**src/rtl/csa_pkg.sv**
```systemverilog
// Shared definitions for the pipelined carry-select ALU: op encoding, default
// geometry and the geometry check used at elaboration.
package csa_pkg;

   typedef enum logic [1:0] {
      OP_ADD  = 2'b00,
      OP_SUB  = 2'b01,
      OP_SLT  = 2'b10,
      OP_SLTU = 2'b11
   } csa_op_e;

   localparam int CSA_WIDTH_DEF = 32;
   localparam int CSA_BLK_DEF   = 4;

   // Both the dual-candidate scheme and the top-block overflow pair need at
   // least two whole blocks.
   function automatic bit csa_geom_ok(input int width, input int blk);
      return (blk > 0) && ((width % blk) == 0) && (width >= 2 * blk);
   endfunction

endpackage

```
**src/rtl/csa_dual_block.sv**
```systemverilog
// BLK-bit adder slice producing the sum, carry-out and MSB overflow for both
// possible block carry-ins, so the select chain can pick one a stage later.
module csa_dual_block #(
   parameter int BLK = 4
) (
   input  logic [BLK-1:0] i_a,
   input  logic [BLK-1:0] i_b,
   output logic [BLK-1:0] o_sum0,
   output logic [BLK-1:0] o_sum1,
   output logic           o_c0,
   output logic           o_c1,
   output logic           o_ovf0,
   output logic           o_ovf1
);

   logic [BLK:0] w_full0;
   logic [BLK:0] w_full1;

   assign w_full0 = {1'b0, i_a} + {1'b0, i_b};
   assign w_full1 = w_full0 + (BLK+1)'(1);

   assign o_sum0 = w_full0[BLK-1:0];
   assign o_sum1 = w_full1[BLK-1:0];
   assign o_c0   = w_full0[BLK];
   assign o_c1   = w_full1[BLK];

   // Carry into the MSB is recovered from the MSB sum bit and its operands.
   assign o_ovf0 = (i_a[BLK-1] ^ i_b[BLK-1] ^ w_full0[BLK-1]) ^ w_full0[BLK];
   assign o_ovf1 = (i_a[BLK-1] ^ i_b[BLK-1] ^ w_full1[BLK-1]) ^ w_full1[BLK];

endmodule

```
**src/rtl/csa_pipe_alu.sv**
```systemverilog
// Two-stage pipelined carry-select add/sub/compare unit with valid/ready on
// both sides. Stage 1 registers per-block candidates, stage 2 resolves carries.
module csa_pipe_alu
   import csa_pkg::*;
#(
   parameter int WIDTH = CSA_WIDTH_DEF,
   parameter int BLK   = CSA_BLK_DEF
) (
   input  logic             clk,
   input  logic             rst_n,
   input  logic             in_valid,
   output logic             in_ready,
   input  logic [WIDTH-1:0] in_a,
   input  logic [WIDTH-1:0] in_b,
   input  logic [1:0]       in_op,
   input  logic             in_cin,
   output logic             out_valid,
   input  logic             out_ready,
   output logic [WIDTH-1:0] out_result,
   output logic             out_cout,
   output logic             out_ovf,
   output logic             out_lt,
   output logic             out_ltu,
   output logic             out_zero,
   output logic             out_ne
);

   localparam int NBLK = WIDTH / BLK;

   typedef struct packed {
      logic [BLK-1:0] sum0;
      logic [BLK-1:0] sum1;
      logic           c0;
      logic           c1;
   } blk_rec_t;

   if (!csa_geom_ok(WIDTH, BLK)) begin : g_geom_chk
      $error("csa_pipe_alu: WIDTH must be a multiple of BLK and at least 2*BLK");
   end

   csa_op_e          w_op;
   logic [WIDTH-1:0] w_b_eff;
   logic             w_cin;
   logic [BLK-1:0]   w_sum0 [NBLK];
   logic [BLK-1:0]   w_sum1 [NBLK];
   logic             w_c0   [NBLK];
   logic             w_c1   [NBLK];
   logic             w_top_ovf0;
   logic             w_top_ovf1;
   logic             w_s1_load;
   logic             w_s2_load;
   logic             w_accept;

   logic             r_s1_valid;
   csa_op_e          r_s1_op;
   logic [BLK-1:0]   r_s1_b0_sum;
   logic             r_s1_b0_c;
   blk_rec_t         r_s1_blk [1:NBLK-1];
   logic             r_s1_ovf0;
   logic             r_s1_ovf1;

   logic             r_s2_valid;
   logic [WIDTH-1:0] r_s2_result;
   logic             r_s2_cout;
   logic             r_s2_ovf;
   logic             r_s2_lt;
   logic             r_s2_ltu;
   logic             r_s2_zero;
   logic             r_s2_ne;

   assign w_op    = csa_op_e'(in_op);
   assign w_b_eff = (w_op == OP_ADD) ? in_b : ~in_b;
   assign w_cin   = (w_op == OP_ADD) ? in_cin : 1'b1;

   for (genvar k = 0; k < NBLK; k++) begin : g_blk
      if (k == NBLK - 1) begin : g_top
         csa_dual_block #(.BLK(BLK)) u_blk (
            .i_a    (in_a[k*BLK +: BLK]),
            .i_b    (w_b_eff[k*BLK +: BLK]),
            .o_sum0 (w_sum0[k]),
            .o_sum1 (w_sum1[k]),
            .o_c0   (w_c0[k]),
            .o_c1   (w_c1[k]),
            .o_ovf0 (w_top_ovf0),
            .o_ovf1 (w_top_ovf1)
         );
      end else begin : g_low
         logic w_unused_ovf0;
         logic w_unused_ovf1;
         csa_dual_block #(.BLK(BLK)) u_blk (
            .i_a    (in_a[k*BLK +: BLK]),
            .i_b    (w_b_eff[k*BLK +: BLK]),
            .o_sum0 (w_sum0[k]),
            .o_sum1 (w_sum1[k]),
            .o_c0   (w_c0[k]),
            .o_c1   (w_c1[k]),
            .o_ovf0 (w_unused_ovf0),
            .o_ovf1 (w_unused_ovf1)
         );
      end
   end

   assign w_s2_load = ~r_s2_valid | out_ready;
   assign w_s1_load = ~r_s1_valid | w_s2_load;
   assign w_accept  = in_valid & w_s1_load;
   assign in_ready  = w_s1_load;

   always_ff @(posedge clk) begin
      if (!rst_n) begin
         r_s1_valid  <= 1'b0;
         r_s1_op     <= OP_ADD;
         r_s1_b0_sum <= '0;
         r_s1_b0_c   <= 1'b0;
         r_s1_ovf0   <= 1'b0;
         r_s1_ovf1   <= 1'b0;
         for (int k = 1; k < NBLK; k++) begin
            r_s1_blk[k] <= '0;
         end
      end else begin
         if (w_s1_load) begin
            r_s1_valid <= in_valid;
         end
         if (w_accept) begin
            r_s1_op     <= w_op;
            // Block 0 already knows its real carry-in, so only one candidate is kept.
            r_s1_b0_sum <= w_cin ? w_sum1[0] : w_sum0[0];
            r_s1_b0_c   <= w_cin ? w_c1[0] : w_c0[0];
            r_s1_ovf0   <= w_top_ovf0;
            r_s1_ovf1   <= w_top_ovf1;
            for (int k = 1; k < NBLK; k++) begin
               r_s1_blk[k] <= '{sum0: w_sum0[k], sum1: w_sum1[k], c0: w_c0[k], c1: w_c1[k]};
            end
         end
      end
   end

   logic [NBLK:1]    w_carry;
   logic [WIDTH-1:0] w_sum;
   logic             w_cout;
   logic             w_ovf;
   logic             w_lt;
   logic             w_ltu;
   logic             w_zero;
   logic [WIDTH-1:0] w_result;

   // w_carry[k] is the resolved carry into block k.
   always_comb begin
      w_carry          = '0;
      w_sum            = '0;
      w_carry[1]       = r_s1_b0_c;
      w_sum[BLK-1:0]   = r_s1_b0_sum;
      for (int k = 1; k < NBLK; k++) begin
         w_sum[k*BLK +: BLK] = w_carry[k] ? r_s1_blk[k].sum1 : r_s1_blk[k].sum0;
         w_carry[k+1]        = w_carry[k] ? r_s1_blk[k].c1 : r_s1_blk[k].c0;
      end
      w_cout = w_carry[NBLK];
      w_ovf  = w_carry[NBLK-1] ? r_s1_ovf1 : r_s1_ovf0;
      w_lt   = w_sum[WIDTH-1] ^ w_ovf;
      w_ltu  = ~w_cout;
      w_zero = (w_sum == '0);
      case (r_s1_op)
         OP_SLT:  w_result = {{(WIDTH-1){1'b0}}, w_lt};
         OP_SLTU: w_result = {{(WIDTH-1){1'b0}}, w_ltu};
         default: w_result = w_sum;
      endcase
   end

   always_ff @(posedge clk) begin
      if (!rst_n) begin
         r_s2_valid  <= 1'b0;
         r_s2_result <= '0;
         r_s2_cout   <= 1'b0;
         r_s2_ovf    <= 1'b0;
         r_s2_lt     <= 1'b0;
         r_s2_ltu    <= 1'b0;
         r_s2_zero   <= 1'b0;
         r_s2_ne     <= 1'b0;
      end else begin
         if (w_s2_load) begin
            r_s2_valid <= r_s1_valid;
         end
         if (w_s2_load && r_s1_valid) begin
            r_s2_result <= w_result;
            r_s2_cout   <= w_cout;
            r_s2_ovf    <= w_ovf;
            r_s2_lt     <= w_lt;
            r_s2_ltu    <= w_ltu;
            r_s2_zero   <= w_zero;
            r_s2_ne     <= ~w_zero;
         end
      end
   end

   assign out_valid  = r_s2_valid;
   assign out_result = r_s2_result;
   assign out_cout   = r_s2_cout;
   assign out_ovf    = r_s2_ovf;
   assign out_lt     = r_s2_lt;
   assign out_ltu    = r_s2_ltu;
   assign out_zero   = r_s2_zero;
   assign out_ne     = r_s2_ne;

endmodule

```
**config.mk**
```make
export PLATFORM = sky130hd
export DESIGN_NAME = csa_pipe_alu
export DESIGN_NICKNAME = d
export VERILOG_FILES = /design/src/rtl/csa_pkg.sv /design/src/rtl/csa_dual_block.sv /design/src/rtl/csa_pipe_alu.sv
export SDC_FILE = /design/constraint.sdc
export NUM_CORES = 1
export LEC_CHECK = 0
export BUFFER_PORTS_ARGS = -buffer_cell sky130_fd_sc_hd__buf_2
export CORE_MARGIN = 10
export CORE_UTILIZATION = 52
export CTS_CLUSTER_DIAMETER = 200
export DETAILED_ROUTE_END_ITERATION = 12
export GPL_TIMING_DRIVEN = 0
export PLACE_DENSITY = 0.87
export REMOVE_ABC_BUFFERS = 1
export SLEW_MARGIN = 20
export SYNTH_ARGS = -nofsm -noshare
export SYNTH_HDL_FRONTEND = slang
export SYNTH_SLANG_ARGS = --single-unit
```
**constraint.sdc**
```tcl
create_clock -name clk -period 3.1 [get_ports clk]
set_clock_uncertainty 0.1 [all_clocks]
set_input_delay 0.31 -clock clk [delete_from_list [all_inputs] [get_ports clk]]
set_output_delay 0.31 -clock clk [all_outputs]
set_load 0.01 [all_outputs]
```
After elaboration in Yosys (flattened, before gate mapping)
Memory sizes are Yosys's and may differ from the RTL's.
Index checks and enable logic that the tools add are counted.
{"block": "word_totals", "out_inout_bits": 40, "memories": 1, "elab_cells": 88, "ramBits": 70, "input_bits": 71, "register_bits": 49}
{"memory": "r_s1_blk", "words": 7, "width": 10, "read_ports": 7, "rd_ports_with_merged_regs": 0, "write_ports": 7, "line_no": "csa_pipe_alu.sv:58", "text": "blk_rec_t r_s1_blk [1:NBLK-1];"}
{"block": "classes", "eq_ne": 2, "n_mux": 31, "n_reduce_logical": 3, "add_sub_neg": 16, "bitwise": 21}
{"cell": "$mux W10", "n": 7}
{"cell": "$pmux W32 S2", "n": 1}
{"cell": "$add A4 B4 Y5", "n": 8}
{"cell": "$add A5 B1 Y5 const B", "n": 8}
{"cell": "$logic_not A32 Y1", "n": 1}
{"cell": "$mux W32", "n": 1}
{"cell": "$mux W4", "n": 8}
{"cell": "$not A32 Y32", "n": 1}
{"cell": "$mux W1", "n": 14}
{"cell": "$or A1 B1 Y1", "n": 9}
{"cell": "$xor A1 B1 Y1", "n": 6}
{"cell": "$eq A2 B2 Y1 const B", "n": 2}
{"cell": "$not A1 Y1", "n": 4}
{"cell": "$logic_not A2 Y1", "n": 1}
{"cell": "$and A1 B1 Y1", "n": 1}
{"cell": "$logic_and A1 B1 Y1", "n": 1}

Depth between registers and ports, before layout
Gate-level depths: netlist of run 1.
{"block": "depth", "ltp_word": 9, "depth_mapped": 11, "mapped_depth_nobuf": 10}

By module
A second synthesis of run 1 with hierarchy kept.
{"block": "unflattened", "cells_unflattened": 699, "area_unflattened_um2": 7593.5}
{"mod": "csa_pipe_alu", "area_per_inst_um2": 5391.4, "cells_each": 443, "n_inst": 1, "seq_area_each_um2": 3083.0}
{"mod": "csa_dual_block", "area_per_inst_um2": 275.3, "cells_each": 32, "n_inst": 8, "seq_area_each_um2": 0.0}

Least setup slack after synthesis of run 1
Ideal clock, no wire load.
{"block": "synth_path", "kind": "input to register", "from": "input in_op[1]", "to": "register r_s1_ovf1", "slack_ns": 0.143, "cell_stages": 11, "n_path_buf": 1, "setup_ns": 0.129, "arrival_time_ns": 2.727, "required_time_ns": 2.871, "cell_sequence": "nor2_1 buf_1 xnor2_1 ha_1 a21o_1 a21oi_1 xor2_1 nor2_1 xor2_1 xnor2_1 o21ai_0"}
{"block": "synth_via", "elab_chain_cells": 6, "elab_cells_between_ends": 7, "classes_between": "2 x add/sub; 1 x mux; 3 x bitwise; 1 x reduce/logical"}
{"element": "from (decl)", "line_no": "csa_pipe_alu.sv:15", "text": "input logic [1:0] in_op,"}
{"element": "$logic_not A2 Y1 *", "line_no": "csa_pipe_alu.sv:72", "text": "assign w_b_eff = (w_op == OP_ADD) ? in_b : ~in_b;"}
{"element": "$mux W32 *", "line_no": "csa_pipe_alu.sv:72"}
{"element": "$add A4 B4 Y5", "line_no": "csa_dual_block.sv:19", "text": "assign w_full0 = {1'b0, i_a} + {1'b0, i_b};"}
{"element": "$add A5 B1 Y5", "line_no": "csa_dual_block.sv:20", "text": "assign w_full1 = w_full0 + (BLK+1)'(1);"}
{"element": "$xor A1 B1 Y1", "line_no": "csa_dual_block.sv:29", "text": "assign o_ovf1 = (i_a[BLK-1] ^ i_b[BLK-1] ^ w_full1[BLK-1]) ^ w_full1[BLK];"}
{"element": "$xor A1 B1 Y1 *", "line_no": "csa_dual_block.sv:29"}
{"element": "to (signal assigned)", "line_no": "csa_pipe_alu.sv:129", "text": "r_s1_ovf1 <= w_top_ovf1;"}
{"element": "to (decl)", "line_no": "csa_pipe_alu.sv:60", "text": "logic r_s1_ovf1;"}
Every way passes the cells marked *; elsewhere a longest branch is shown, timed or not.
A chain may end at the register's enable or synchronous reset.

Final worst setup path of run 1
{"block": "layout_path", "from": "register r_s1_b0_c", "to": "register r_s2_zero (netlist: out_zero)"}
{"block": "layout_via", "elab_chain_cells": 8, "elab_cells_between_ends": 14, "classes_between": "13 x mux; 1 x reduce/logical"}
{"element": "from (decl)", "line_no": "csa_pipe_alu.sv:57", "text": "logic r_s1_b0_c;"}
{"element": "from (signal assigned)", "line_no": "csa_pipe_alu.sv:127", "text": "r_s1_b0_c <= w_cin ? w_c1[0] : w_c0[0];"}
{"element": "$mux W1 (6 in a row)", "line_no": "csa_pipe_alu.sv:154", "text": "w_carry[k+1] = w_carry[k] ? r_s1_blk[k].c1 : r_s1_blk[k].c0;"}
{"element": "$mux W4", "line_no": "csa_pipe_alu.sv:153", "text": "w_sum[k*BLK +: BLK] = w_carry[k] ? r_s1_blk[k].sum1 : r_s1_blk[k].sum0;"}
{"element": "$logic_not A32 Y1 *", "line_no": "csa_pipe_alu.sv:160", "text": "w_zero = (w_sum == '0);"}
{"element": "to (signal assigned)", "line_no": "csa_pipe_alu.sv:188", "text": "r_s2_zero <= w_zero;"}
{"element": "to (decl)", "line_no": "csa_pipe_alu.sv:68", "text": "logic r_s2_zero;"}
Marks and branches as above.

==> results of run 1 <==
-- cell type report --
type | instances | share of cell area, %
clock buffers | 23 | 6.03
clock inverters | 9 | 1.50
inverters | 28 | 1.33
multi-input cells | 472 | 42.7
flip-flops and latches | 119 | 38.0
well taps | 172 | 2.65
repair buffers | 114 | 7.80
-- what timing repair did --
action | CTS | global route
endpoints found under the setup margin | 6 | 62
pin swaps | 0 | 0
resized for setup | 3 | 2
buffers inserted | 1 | 0
-- state kept, by name, indices dropped and copies added (netlist names), 2 cells and up --
| register | cells |
|---|---|
| r_s1_b0_sum | 4 |
| r_s1_blk | 70 |
| r_s1_op | 2 |
| out_result | 32 |
-- per-layer routing --
| layer | vias to the layer above | GRT usage, % | wire length, um |
|---|---|---|---|
| met3 | 26 | 4.78 | 927 |
| met1 | 2365 | 18.7 | 6220 |
| met5 | - | 0 | 0 |
| li1 | 2492 | - | - |
| met2 | 150 | 28.7 | 7490 |
| met4 | 0 | 6.47 | 252 |
-- worst max path at each step --
stage                                  to       from  slack [ns]
final                            out_zero  r_s1_b0_c        0.18
after global routing             out_zero  r_s1_b0_c        0.07
after CTS                 r_s1_blk[0][65]      rst_n        0.09
after detailed placement  r_s1_blk[0][65]      rst_n       -0.34
after global placement          r_s1_ovf1   in_op[0]       -2.50
after floorplan                 r_s1_ovf1   in_op[0]       -1.23
-- per-stage QoR --
| stage | hold slack, ns | util, % | instances | TNS [ns] | setup WS (ns) |
|---|---|---|---|---|---|
| 5_1_grt | 0.107 | 64.1 | 937 | 0 | 0.0673 |
| 3_5_place_dp | 0.341 | 58.9 | 904 | -21.07 | -0.337 |
| 2_1_floorplan | 0.319 | - | 619 | -47.40 | -1.23 |
| 3_3_place_gp | 0.338 | 58.2 | 901 | -229.65 | -2.50 |
| 6_report | 0.0871 | 64.1 | 937 | 0 | 0.177 |
| 4_1_cts | 0.0698 | 63.9 | 937 | 0 | 0.0909 |
-- cells by family after synthesis --
family | count (synthesis) | share of synthesized area (%)
adder cells (fa/ha/maj) | 48 | 9.75
AND/OR/NAND/NOR | 212 | 16.2
AO/OA/AOI/OAI | 111 | 10.5
flip-flops | 119 | 45.5
buffers and inverters | 57 | 4.02
XOR/XNOR | 75 | 9.69
multiplexers | 26 | 4.34
-- cell usage after synthesis, types with 4 or more instances --
library cell,instances
nand4b_1,4
or4b_1,4
xor2_1,14
nor3_1,5
nand3_1,16
a22oi_1,16
mux2_2,17
a21o_1,17
or4_1,4
dfxtp_1,49
nor4_1,9
edfxtp_1,70
a21boi_0,6
a21oi_1,37
xnor2_1,61
mux2i_1,8
a31oi_1,4
nor2_1,75
nand2_1,31
ha_1,40
inv_1,27
buf_1,4
and3_1,11
buf_6,4
and2_1,29
nand3b_1,8
clkbuf_1,17
o21ai_0,17
fa_1,8
-- worst max-delay path, stage by stage (launching register included) --
cell and delay (ns):
dfxtp_1 0.57, mux2i_4 0.42, mux2i_4 0.44, mux2i_2 0.45, mux2_2 0.41, o211ai_1 0.14, a221oi_1 0.10, o21a_1 0.19
-- power by group --
group	internal [uW]	switching, uW
sequential	1850	97.2
clock	1350	674
combinational	495	563
==> flow_summary.toml, run 1 <==
[worst_hold_path]
min_path_cells = 3
hold_end = "r_s1_valid"
hp-start = "in_valid"
min-delay-path-class = "input pin to flip-flop"

[drt]
vias = 5033
vias_per_cell = 5.37
drc = 0
routed_wl_um = 14900
drt-pass1-iter-count = 5
drtIter0Drc = 326
ant_nets = 0
wl_per_cell_um = 15.9

[clocking]
cts_tree = "built"
worstSkewPairLatency_ns = 0.41
cts_buffers = 17
clock-root-buffer = "clkbuf_16"
htree_levels = 4
clockBufferDepth = 2
path_clk_slew_ns = 0.05
clock-sinks = 119
ctsHoldBuffers = 0

[sta]
max_freq_mhz = 342
min_period_ns = 2.92
slew_headroom_pct = 27.2
worstMarginPinSlew_ns = 1.08
rsz0062_at_grt = "false"
slew_viol_final = 0
setup_violations = 0
hold_violations = 0
fin_crit_sh_pct = 94.3

[global_route]
grt_pass1_vias = 5058
antenna_found_initial = 0
grt_pass1_wl_um = 24200
track_usage_pct = 16.5
grt_max_degree = 61
gr-total-overflow = 0

[cells_and_area]
seq_area_mm2 = 0.00308
design_area_mm2 = 0.00812
n_antenna_cell = 0
drive_gt1_share_pct = 23.5
fill_cells = 1005
final_common_cell = "buf_2"
mostFrequentLayoutCells = "buf_2 (110), nor2_1 (73), edfxtp_1 (70)"
nets = 871
multi_input_area_mm2 = 0.00347
synthToLayoutAreaGrowth_pct = 19.8

[logic_synthesis]
yosysTopAreaCell = "edfxtp_1"
synth_seq_area_share_pct = 45.5
synth_top_area_share_pct = 31.0
ys_types = 55
netlist_area_mm2 = 0.00678
yosys_most_used_dff = "edfxtp_1"
synth_area_leaders = "edfxtp_1 (31%), dfxtp_1 (14%), xnor2_1 (7.9%), ha_1 (7.4%), nor2_1 (4.2%)"
synth_edf_count = 70
syn_area_per_cell_um2 = 10.5
syn_inst = 648
synth-seq-cells = 119
ys_warn_count = 0
async_reset_ff_share_pct = 0

[worst_setup_path]
critPathCaptureType = "flip-flop"
crit_type = "flip-flop to flip-flop"
r2r_end = "out_zero"
cp_data_arrival_time_ns = 3.12
cp.required_ns = 3.30
reg2reg_depth = 7
crit_path_start_kind = "flip-flop"
crit_fanout = 6
r2r-start = "r_s1_b0_c"
ff2ff_setup_slack_ns = 0.18

[placement]
post-dp-hpwl_um = 10900
post_dp_cell_area_mm2 = 0.00747
gp_congestion = 0.849
port_buffers = 110

[run]
drv_cap = 0

[floorplanning]
start_util_pct = 53.5
die_h_um = 134
placementRows = 41
dieArea_mm2 = 0.0180
boundaryPins = 111
dieWidth_um = 134
fp.coreArea_mm2 = 0.0127

[power_and_ir_drop]
irDropWorstVdd_mv = 0.483
leakagePower_uw = 0.00349
finalPower_uw = 5030
p_per_area_mw_per_mm2 = 619

[run_status]
status = "finished clean"
Power figures use the tool's default switching activity.
==> inputs of run 2 (changes only) <==
--- a/config.mk
+++ b/config.mk
@@ -11,7 +11,7 @@
 export CTS_CLUSTER_DIAMETER = 200
 export DETAILED_ROUTE_END_ITERATION = 12
 export GPL_TIMING_DRIVEN = 0
-export PLACE_DENSITY = 0.87
+export PLACE_DENSITY = 0.79
 export REMOVE_ABC_BUFFERS = 1
 export SLEW_MARGIN = 20
 export SYNTH_ARGS = -nofsm -noshare
==> run 2 against run 1 <==
Net effect:
- via count rose by 0.58%
- power rose by 2.8%
- combinational power barely moved
- final area rose by 0.51%
- count of clock-buffer cells in the layout fell by 6
- die area did not move
- register-to-register slack barely moved
- global-route usage rose by 0.51 points
- maximum frequency rose by 0.22%
==> flow_summary.toml, run 2 (synthesis gave the netlist of run 1 again) <==
[drt]
drc = 0
routed_wl_um = 15300
ant_nets = 0
drtIter0Drc = 276
wl_per_cell_um = 16.3
vias = 5062
drt-pass1-iter-count = 5
vias_per_cell = 5.40

[cells_and_area]
mostFrequentLayoutCells = "buf_2 (110), nor2_1 (73), edfxtp_1 (70)"
largest_register_ffs = 70
final_common_cell = "buf_2"
drive_gt1_share_pct = 24.0
seq_area_mm2 = 0.00308
fill_cells = 1016
nets = 872
multi_input_area_mm2 = 0.00347
n_antenna_cell = 0
regMostFlops = "r_s1_blk"
final_util_pct = 64.4
synthToLayoutAreaGrowth_pct = 20.4
layoutNonFillerInstCount = 938

[run_status]
status = "finished clean"

[placement]
placed_cells = 904
port_buffers = 110
post-place-ws_ns = -0.358
gp_congestion = 0.825
post-dp-hpwl_um = 11200

[worst_hold_path]
hp-start = "in_op[1]"
min_path_cells = 2
min-delay-path-class = "input pin to flip-flop"

[power_and_ir_drop]
intPower_uw = 3780
p_sw_share_pct = 26.9
p_switching_uw = 1390
p_per_area_mw_per_mm2 = 634
irDropWorstVdd_mv = 0.408
pwr-share-comb_pct = 20.7
p_clk_share_pct = 41.6
seq_power_share_pct = 37.7
leakagePower_uw = 0.00349

[worst_setup_path]
setup.worst_path.end = "out_zero"
r2r-start = "r_s1_b0_c"
crit_type = "flip-flop to flip-flop"
crit_start = "r_s1_b0_c"
critPathCaptureType = "flip-flop"
crit_path_start_kind = "flip-flop"
reg2reg_depth = 7
crit_fanout = 6
cp_data_arrival_time_ns = 3.19
cp.required_ns = 3.37
ff2ff_setup_slack_ns = 0.18
r2r_end = "out_zero"

[clocking]
cts_buffers = 17
htree_levels = 4
path_clk_slew_ns = 0.05
worstSkewPairLatency_ns = 0.43
clock-root-buffer = "clkbuf_16"
clock-sinks = 119
cts_tree = "built"
clockBufferDepth = 2

[sta]
fin_crit_sh_pct = 94.1
setup_violations = 0
hold_violations = 0
worst_slack_ns = 0.184
slew_headroom_pct = 27.5
rsz0062_at_grt = "false"
hold_slack_ns = 0.0738
min_period_ns = 2.92
worstMarginPinSlew_ns = 1.08
slew_viol_final = 0
max_freq_mhz = 343

[global_route]
antenna_found_initial = 0
grt_pass1_wl_um = 25100
gr-total-overflow = 0
track_usage_pct = 17.0
grt_max_degree = 45
grt_pass1_vias = 5269

[run]
drv_cap = 0

[floorplanning]
fp.coreArea_mm2 = 0.0127
dieArea_mm2 = 0.0180
start_util_pct = 53.5
boundaryPins = 111
placementRows = 41
dieWidth_um = 134
die_h_um = 134
## run 2: cell count changes in the layout (fill, tap and decap cells not counted), moves of 2 or more
cell | before | now
clkbuf_1 | 3 | 0
bufinv_16 | 3 | 5
clkinvlp_4 | 1 | 5
clkinv_4 | 0 | 3
clkbuf_8 | 2 | 0
clkinv_2 | 4 | 1
## run 2: worst min path at each step
stage                endpoint  slack [ns]
4_1_cts            r_s1_valid        0.07
2_1_floorplan      r_s1_op[0]        0.32
3_3_place_gp    out_result[3]        0.34
6_report           r_s1_op[1]        0.07
5_1_grt            r_s1_op[1]        0.08
3_5_place_dp   out_result[25]        0.34
## run 2: stage by stage
stage	cell area [um2]	TNS, ns	power [uW]
2_1_floorplan	6610	-47.40	2730
3_3_place_gp	7380	-220.19	2960
3_5_place_dp	7460	-19.36	3020
4_1_cts	8130	0	5170
5_1_grt	8160	0	5400
6_report	8160	0	5170
## run 2: metal layers
metal / global-route usage, % / vias up / routed length (um) / share of wire [%]
li1: - / 2497 / - / -
met1: 18.3 / 2392 / 6260 / 41
met3: 5.08 / 20 / 889 / 5.8
met2: 30.5 / 153 / 7920 / 52
met5: 0 / - / 0 / 0
met4: 7.01 / 0 / 253 / 1.7
## run 2: timing repair
action                     4_1_cts  5_1_grt
buffers inserted                 0        2
resized for setup                3        2
setup endpoints to repair        6       43
hold buffers                     0        0
## run 2: power by group through the flow
stage | Clock, uW | Combinational [uW] | Sequential, uW
floorplan | 0 | 767 | 1960
global placement | 0 | 991 | 1970
detailed placement | 0 | 1050 | 1970
CTS | 2150 | 1070 | 1950
global route | 2240 | 1200 | 1960
finish | 2150 | 1070 | 1950
## run 2: worst max-delay path, stage by stage, from the launching register on
cell and delay [ns]:
dfxtp_1 0.55, mux2i_4 0.41, mux2i_4 0.44, mux2i_2 0.45
mux2_2 0.26, o211ai_1 0.13, a221oi_1 0.36, o21a_1 0.16
## run 2: cell type report
class / count / share of cell area [%]
multi-input cells: 472 / 42.5
flip-flops and latches: 119 / 37.8
repair buffers: 115 / 7.76
clock buffers: 17 / 5.21
clock inverters: 15 / 2.79
well taps: 172 / 2.64
inverters: 28 / 1.32
==> inputs of run 3 (changes only) <==
--- a/config.mk
+++ b/config.mk
@@ -11,7 +11,7 @@
 export CTS_CLUSTER_DIAMETER = 200
 export DETAILED_ROUTE_END_ITERATION = 12
 export GPL_TIMING_DRIVEN = 0
-export PLACE_DENSITY = 0.79
+export PLACE_DENSITY = 0.76
 export REMOVE_ABC_BUFFERS = 1
 export SLEW_MARGIN = 20
 export SYNTH_ARGS = -nofsm -noshare
==> constraint.sdc (replaced) <==
create_clock -name clk -period 3.49 [get_ports clk]
set_clock_uncertainty 0.1 [all_clocks]
set_input_delay 0.349 -clock clk [delete_from_list [all_inputs] [get_ports clk]]
set_output_delay 0.349 -clock clk [all_outputs]
set_load 0.01 [all_outputs]
==> run 3 against run 2 <==
Net effect:
- utilization shrank 1.0 points
- non-clock buffer count shrank 2
- flip-flop and latch count is the same
- global-route usage grew 0.12 points
- register-to-register slack gained 0.22 ns
- via count shrank 0.12%
- largest cell class unchanged
==> flow_summary.toml, run 3 (synthesis gave the netlist of run 1 again) <==
[worst_setup_path]
crit_family = "buffers and inverters"
critPathCaptureType = "flip-flop"
cp.required_ns = 3.53
slowest_stage = "a21oi_1"
worstPathCellList = "buf_2, clkinv_1, a21oi_1, inv_4, buf_12"
cp_num_cells = 5
reg2reg_depth = 7
path_buf_inv = 4
critPathMaxStageDelay_ns = 1.10
cp_data_arrival_time_ns = 3.14
crit_fanout = 49
crit_type = "input pin to flip-flop"
crit_path_start_kind = "input pin"

[placement]
port_buffers = 110
gp_congestion = 0.808
post-place-ws_ns = 0.0128
post_dp_cell_area_mm2 = 0.00747
post-dp-hpwl_um = 11200

[global_route]
track_usage_pct = 17.2
grt_max_degree = 50
gr-total-overflow = 0
grt_pass1_vias = 5302
grt_pass1_wl_um = 25100
antenna_found_initial = 0

[floorplanning]
start_util_pct = 53.5
placementRows = 41
dieWidth_um = 134
boundaryPins = 111
dieArea_mm2 = 0.0180
fp.coreArea_mm2 = 0.0127
die_h_um = 134

[clocking]
cts_buffers = 17
clock-sinks = 119
cts_tree = "built"
clock-root-buffer = "clkbuf_16"
htree_levels = 4
cts_setup_buffers = 0
ctsHoldBuffers = 0
clockBufferDepth = 2
path_clk_slew_ns = 0.05
worstSkewPairLatency_ns = 0.41

[sta]
max_freq_mhz = 323
fin_crit_sh_pct = 88.7
min_period_ns = 3.10
slew_viol_final = 0
slew_headroom_pct = 30.4
setup_violations = 0
rsz0062_at_grt = "false"
worstMarginPinSlew_ns = 1.04
worst_slack_ns = 0.393
hold_violations = 0

[drt]
vias_per_cell = 5.40
wl_per_cell_um = 16.1
vias = 5056
routed_wl_um = 15100
drt-pass1-iter-count = 5
ant_nets = 0
drtIter0Drc = 345
drc = 0

[cells_and_area]
design_area_mm2 = 0.00803
final_common_cell = "buf_2"
nets = 870
fill_cells = 1038
mostFrequentLayoutCells = "buf_2 (110), nor2_1 (73), edfxtp_1 (70)"
largest_register_ffs = 70
drive_gt1_share_pct = 23.3
synthToLayoutAreaGrowth_pct = 18.4
n_antenna_cell = 0
regMostFlops = "r_s1_blk"

[worst_hold_path]
min-delay-path-class = "input pin to flip-flop"
min_path_cells = 2

[run]
drv_cap = 0

[power_and_ir_drop]
p_per_area_mw_per_mm2 = 529
irDropWorstVdd_mv = 0.353
leakagePower_uw = 0.00344

[run_status]
status = "finished clean"
==> run 3: cell types whose count changed in the layout (fill, tap and decap cells not counted), moves of 2 or more <==
cell       previous run  this run
clkinv_1              1         3
bufinv_16             5         1
clkinv_4              3         1
clkinv_2              1         6
buf_4                 2         0
==> run 3: cell type report <==
| cell class | count | area [um2] | share of cell area, % |
|---|---|---|---|
| Sequential cell | 119 | 3080 | 38.4 |
| Inverter | 28 | 108 | 1.34 |
| Multi-Input combinational cell | 472 | 3460 | 43.1 |
| Clock inverter | 15 | 114 | 1.42 |
| Tap cell | 172 | 215 | 2.68 |
| Clock buffer | 17 | 425 | 5.30 |
| Timing Repair Buffer | 113 | 626 | 7.79 |
==> run 3: worst paths after layout <==
kind | slack [ns] | endpoint | startpoint
worst min-delay path | 0.13 | r_s1_op[1] | in_op[1]
worst max register to register | 0.40 | out_zero | r_s1_b0_c
worst min register to register | 0.35 | out_result[2] | out_result[2]
worst max-delay path | 0.39 | r_s1_blk[0][45] | rst_n
==> run 3: report_power, final <==
part / switching [uW] / leakage, uW / internal [uW]
combinational: 504 / 0.00201 / 439
sequential: 85.1 / 0.00117 / 1640
clock: 610 / 0.000255 / 962
==> run 3: metal layers <==
| metal | vias to the layer above | part of all wire (%) | GRT usage [%] |
|---|---|---|---|
| met4 | 0 | 2.1 | 7.50 |
| met2 | 122 | 52 | 30.0 |
| li1 | 2505 | - | - |
| met1 | 2403 | 41 | 19.0 |
| met3 | 26 | 5.0 | 4.97 |
| met5 | - | 0 | 0 |
==> run 3: repair_timing <==
action / in CTS / in global routing
resized for setup: 0 / 3
setup endpoints to repair: 0 / 2
hold endpoints to repair: 0 / 0
==> run 3: metrics by stage <==
step	total power (uW)	instances	setup TNS [ns]	utilization (%)	hold slack, ns
detailed placement	2680	904	0	58.9	0.350
floorplan	2420	619	-24.62	-	0.348
global placement	2630	901	-167.09	58.2	0.341
CTS	4250	936	0	63.2	0.114
global route	4470	936	0	63.3	0.131
finish	4240	936	0	63.3	0.128
